**src/rtl/fetch_stage.sv**
```systemverilog
// IF stage: owns the fetch PC, issues single-outstanding imem requests and buffers
// returned words with their PC in a small FIFO feeding the IF/ID register.
module fetch_stage #(
  parameter logic [31:0] RESET_PC = 32'h0000_0000,
  parameter int unsigned DEPTH    = 2
) (
  input  logic        clk,
  input  logic        reset,
  output logic        imem_req_valid,
  output logic [31:0] imem_req_addr,
  input  logic        imem_req_ready,
  input  logic        imem_rsp_valid,
  input  logic [31:0] imem_rsp_data,
  input  logic        redirect_valid,
  input  logic [31:0] redirect_pc,
  input  logic        id_ready,
  output logic        if_valid,
  output logic [31:0] if_instr,
  output logic [31:0] if_pc,
  output logic [31:0] if_pc_plus4,
  output logic [31:0] pc_out
);

  localparam int unsigned AW = $clog2(DEPTH);
  localparam int unsigned CW = AW + 1;
  localparam logic [31:0] NOP = 32'h0000_0013;

  localparam logic [1:0] S_IDLE  = 2'd0;
  localparam logic [1:0] S_REQ   = 2'd1;
  localparam logic [1:0] S_WAIT  = 2'd2;
  localparam logic [1:0] S_DRAIN = 2'd3;

  logic [1:0]    state, state_nxt;
  logic [31:0]   pc, pc_nxt, req_pc;
  logic [31:0]   redir_target;
  logic [AW-1:0] wr_ptr, rd_ptr;
  logic [CW-1:0] count;
  logic [31:0]   buf_instr [DEPTH];
  logic [31:0]   buf_pc    [DEPTH];
  logic          inflight, credit, req_fire, push, pop;

  assign redir_target   = redirect_pc & ~32'd3;
  assign inflight       = (state == S_WAIT) || (state == S_DRAIN);
  assign credit         = (count + CW'(inflight)) < CW'(DEPTH);
  assign imem_req_valid = (state == S_REQ) && credit;
  assign imem_req_addr  = pc;
  assign req_fire       = imem_req_valid && imem_req_ready;
  assign push           = (state == S_WAIT) && imem_rsp_valid && !redirect_valid;
  assign if_valid       = (count != '0);
  assign pop            = if_valid && id_ready && !redirect_valid;

  always_comb begin
    state_nxt = state;
    pc_nxt    = pc;
    case (state)
      S_IDLE:  state_nxt = S_REQ;
      S_REQ:   if (req_fire) begin
                 state_nxt = S_WAIT;
                 pc_nxt    = pc + 32'd4;
               end
      S_WAIT:  if (imem_rsp_valid) state_nxt = S_REQ;
      S_DRAIN: if (imem_rsp_valid) state_nxt = S_REQ;
      default: state_nxt = S_IDLE;
    endcase
    // A redirect overrides the PC; a request already on the bus must have its word squashed.
    if (redirect_valid) begin
      pc_nxt = redir_target;
      case (state)
        S_REQ:   if (req_fire) state_nxt = S_DRAIN;
        S_WAIT:  if (!imem_rsp_valid) state_nxt = S_DRAIN;
        default: ;
      endcase
    end
  end

  always_ff @(posedge clk or negedge reset) begin
    if (!reset) begin
      state  <= S_IDLE;
      pc     <= RESET_PC;
      req_pc <= '0;
      wr_ptr <= '0;
      rd_ptr <= '0;
      count  <= '0;
    end else begin
      state <= state_nxt;
      pc    <= pc_nxt;
      if (req_fire) req_pc <= pc;
      if (redirect_valid) begin
        wr_ptr <= '0;
        rd_ptr <= '0;
        count  <= '0;
      end else begin
        if (push) wr_ptr <= wr_ptr + AW'(1);
        if (pop)  rd_ptr <= rd_ptr + AW'(1);
        if (push && !pop)      count <= count + CW'(1);
        else if (pop && !push) count <= count - CW'(1);
      end
    end
  end

  always_ff @(posedge clk) begin
    if (push) begin
      buf_instr[wr_ptr] <= imem_rsp_data;
      buf_pc[wr_ptr]    <= req_pc;
    end
  end

  assign if_instr    = if_valid ? buf_instr[rd_ptr] : NOP;
  assign if_pc       = if_valid ? buf_pc[rd_ptr] : '0;
  assign if_pc_plus4 = if_pc + 32'd4;
  assign pc_out      = pc;

  a_no_overflow: assert property (@(posedge clk) disable iff (!reset) push |-> (count < CW'(DEPTH)));

endmodule

```
**config.mk**
```make
export PLATFORM = sky130hd
export DESIGN_NAME = fetch_stage
export DESIGN_NICKNAME = d
export VERILOG_FILES = /design/src/rtl/fetch_stage.sv
export SDC_FILE = /design/constraint.sdc
export NUM_CORES = 1
export LEC_CHECK = 0
export ABC_CLOCK_PERIOD_IN_PS = 8400
export CAP_MARGIN = 20
export CORE_ASPECT_RATIO = 2
export CORE_MARGIN = 1.5
export CORE_UTILIZATION = 25
export DETAILED_ROUTE_END_ITERATION = 7
export GPL_TIMING_DRIVEN = 0
export PLACE_DENSITY = 0.52
export SYNTH_ARGS = -nofsm -noshare
export SYNTH_HDL_FRONTEND = slang
export SYNTH_SLANG_ARGS = --single-unit
```
**constraint.sdc**
```tcl
create_clock -name clk -period 8.4 [get_ports clk]
set_input_delay 1.68 -clock clk [delete_from_list [all_inputs] [get_ports clk]]
set_output_delay 1.68 -clock clk [all_outputs]
set_load 0.05 [all_outputs]
```
==> metrics.md <==
| Metric | Value |
|---|---|
| Status | completed |
| Post-synth EDFFs | approximately 120 |
| Final worst-path cycle share | 89.2% |
| Top cells by area, synth | edfxtp_1, dfrtp_1, mux2i_1 |
| Vias in the first global route | 6547 |
| TritonRoute pass-1 iters | 4 |
| Worst Skew | 0.00998 ns |
| Depth of the CTS H-tree | 4 |
| Post-CTS sizing | 0 |
| Area post-placement | 11800 sq um |
| Initial antenna violation count | 1 |
| Drc violations | 0 |
| Synth Cell Area | 8840 sq um |
| M2 GR Usage | roughly 28% |
| Vias per inst | 4.47 |
| Post-Synthesis Cells | 718 |
| Setup Buffers After CTS | 0 |
| Width of the die | 136 um |
| Switching Share | between 30% and 40% |
| Pwr/cell area | about 220 nW/um^2 |
| Clock tree buffer depth | 2 |
| I/O pin count | 232 |
| Synth Register Bits | 190 |
| Critical path launch point | count[1] |
| CTS Hold Bufs | 0 |
| Warnings from Yosys | 0 |
| CP top delay family | buffers and inverters |
| Final WS setup | 0.906 ns |
| Register Area | about 5400 sq um |
| Global-route wire length before repair | 38900 um |
| Combinational Power Share | between 20% and 30% |
| Cell-internal power | 1.90 mW |
| Area leader, netlist | edfxtp_1 |
| HP Start | req_pc[2] |
| Most frequent cells in the layout | clkdlybuf4s50_1, edfxtp_1, nor2_1, dfrtp_1, mux2i_1 |
| Final hold violation count | 0 |
| Clock-pin slew on the worst setup and hold paths | 0.06 ns |
| Filler cells | 3520 |
| Syn Area/Cell | 12.3 sq um |
| Final min period | ~7.5 ns |
| Clock Latency Late Sink | 0.45 ns |
| Die Span Y | ~270 um |
| Core Area | 35000 sq um |
| CTS tree | yes |
| Final Cell Area | 12400 sq um |
| Crit end category | output pin |
| GRT Util Overall | 14.7% |
| Sequential area share after synthesis | 60.8% |
| CTS buffer count | 17 |
| RSZ-0062 raised after global routing | false |
| Crit path largest cell delay | 0.89 ns |
| Multi-input gate area in the final layout | 3010 sq um |
| Pre-CTS setup slack | around 1.3 ns |
| Drt total wl | 26700 um |
| Largest net degree at the start of global routing | 67 |
| Actual slew at the worst max-slew pin | 0.910 ns |
| Crit path arrival time | between 5 and 6 ns |
| Dpl hpwl | around 21000 um |
| Net Sw Power | 0.876 mW |
| HP Class | reg -> reg |
| Ys flop type | edfxtp_1 |
| Slowest-stage cell, CP | clkdlybuf4s50_1 |
| Routed length per instance | about 19 um |
| VDD IR-drop max | 163 uV |
| Worst path most repeated cell | clkbuf_1 |
| Leakage | about 4.3 nW |
| Fraction of registers with async set/reset | between 30% and 40% |
| Seq pwr share | between 40% and 50% |
| Met3 Usage GRT | 2.50% |
| Distinct cells, synth | 43 |
| Die area | 36600 sq um |
| CP Class | reg -> out |
| Required @ worst endpoint | 6.72 ns |
| Maxcap violations | 0 |
| Number of I/O port buffers | 220 |
| Crit-path cells | nor2_1 > buf_2 > buf_1 > clkbuf_1 > clkbuf_1 > nor2_1 > ha_1 > nand4_1 > clkbuf_1 > nor4_1 > xor2_1 > clkdlybuf4s50_1 |
| Starting Density | approximately a quarter |
| Setup TNS | 0 ns |
| Final setup viols | 0 |
| Part of the power in the clock network | between 20% and 30% |
| Global route overflow | 0 |
| GPL Wtd Cong | between 0.7 and 0.8 |
| Via Count | about 6400 |
| Nets@finish | 1052 |
| Worst R2R Start | state[0] |
| Leading cell type in the layout, fill and taps excluded | clkdlybuf4s50_1 |
| Max transition margin | between 30% and 40% |
| Clock net sink count | 190 |
| DR iter-0 viols | between 200 and 250 |
| CP startpoint kind | flop |
| Final Util | 35.3% |
| GRT met1 Usage | 13.6% |
| Share of layout cells above drive strength 1 | about an eighth |
| Dpl cells | 1402 |
| Bufs and invs on worst path | 6 |
| Final antenna-violating net count | 0 |
| CTS root buf | clkbuf_16 |
| Max Slew Vio Count | 0 |
| Area Overhead vs Synth | 39.7% |
| Post-Layout Cell Count | 1435 |
| Critical path peak fanout | 10 |
| Hold Slack | 0.469 ns |
| Synth top area share | 42.1% |
| Grt peak-use layer | met2 |
| Power Total | 2.77 mW |
| Row cnt | slightly below 100 |
| Fmax | 133 MHz |
==> registers in the layout, indices dropped and copies added (netlist names) <==
| name | cells |
|---|---|
| req_pc | 30 |
| state | 2 |
| rd_ptr | 1 |
| buf_instr | 64 |
| buf_pc | 60 |
| wr_ptr | 1 |
| count | 2 |
| imem_req_addr | 30 |
==> per-layer routing <==
layer / share of wire (%) / vias up / wire length [um]
met5: 0 / - / 0
met1: 33 / 3105 / 8870
li1: - / 3046 / -
met4: 6.2 / 0 / 1650
met2: 57 / 201 / 15200
met3: 3.7 / 64 / 996
==> area by class of cell <==
| class | count | share of cell area (%) |
|---|---|---|
| inverters | 15 | 0.456 |
| repair buffers | 232 | 18.9 |
| multi-input cells | 447 | 24.4 |
| diodes | 1 | 0.0203 |
| plain buffers | 73 | 3.53 |
| flip-flops and latches | 190 | 43.5 |
| clock inverters | 10 | 0.922 |
| well taps | 445 | 4.51 |
| clock buffers | 22 | 3.77 |
==> synth_stat cells (2+ instances only) <==
library cell	number
buf_1	3
nor3b_1	2
edfxtp_1	124
nor2_1	76
or3_1	3
a31oi_1	2
o21ai_0	35
nand4_1	10
or2_2	2
nand3_1	26
inv_1	15
nor4b_1	4
nor4_1	24
nand3_2	2
or4_1	2
mux2_2	31
a211oi_1	4
buf_2	10
clkbuf_1	20
buf_4	40
xnor2_1	34
xor2_1	24
ha_1	6
nand3b_1	5
and4_1	3
nand2_1	48
mux2i_1	63
dfrtp_1	66
o31ai_1	3
nor3_1	18
==> power by group through the flow <==
stage	clock network, mW	logic (mW)	registers (mW)
final	0.803	0.716	1.25
after global routing	0.858	0.763	1.27
after CTS	0.829	0.727	1.26
after detailed placement	0	0.725	1.28
after global placement	0	0.710	1.27
after floorplan	0	0.437	1.29
==> logic make-up after synthesis <==
family                     Yosys count  share of synthesized area, %
other                                1                        0.0424
and+or+nand+nor                    231                          12.7
AOI/OAI and AO/OA                   50                          3.20
adders and majority gates            6                         0.849
xor gates and xnor gates            58                          5.74
muxes                               94                          11.1
DFF                                190                          60.8
buffers and inverters               88                          5.57
==> worst paths after layout <==
kind	end	slack, ns	cells after the start
worst min register to register	buf_pc[1][2]	0.47	0
max in group asynchronous	req_pc[31]	6.43	1
worst min-delay path	buf_pc[1][2]	0.47	0
min in group asynchronous	imem_req_addr[3]	1.31	1
worst max-delay path	if_pc_plus4[30]	0.91	12
worst max register to register	imem_req_addr[29]	5.55	9
==> worst register-to-register path: stages, from the launching register on <==
cell	delay (ns)
dfrtp_1	0.42
inv_1	0.10
ha_1	0.23
o21ai_0	0.13
xnor2_1	0.36
clkbuf_1	0.44
clkbuf_1	0.54
nor4_1	0.18
xnor2_1	0.21
o21ai_0	0.10
No activity file was read; power rests on OpenSTA's default activity.
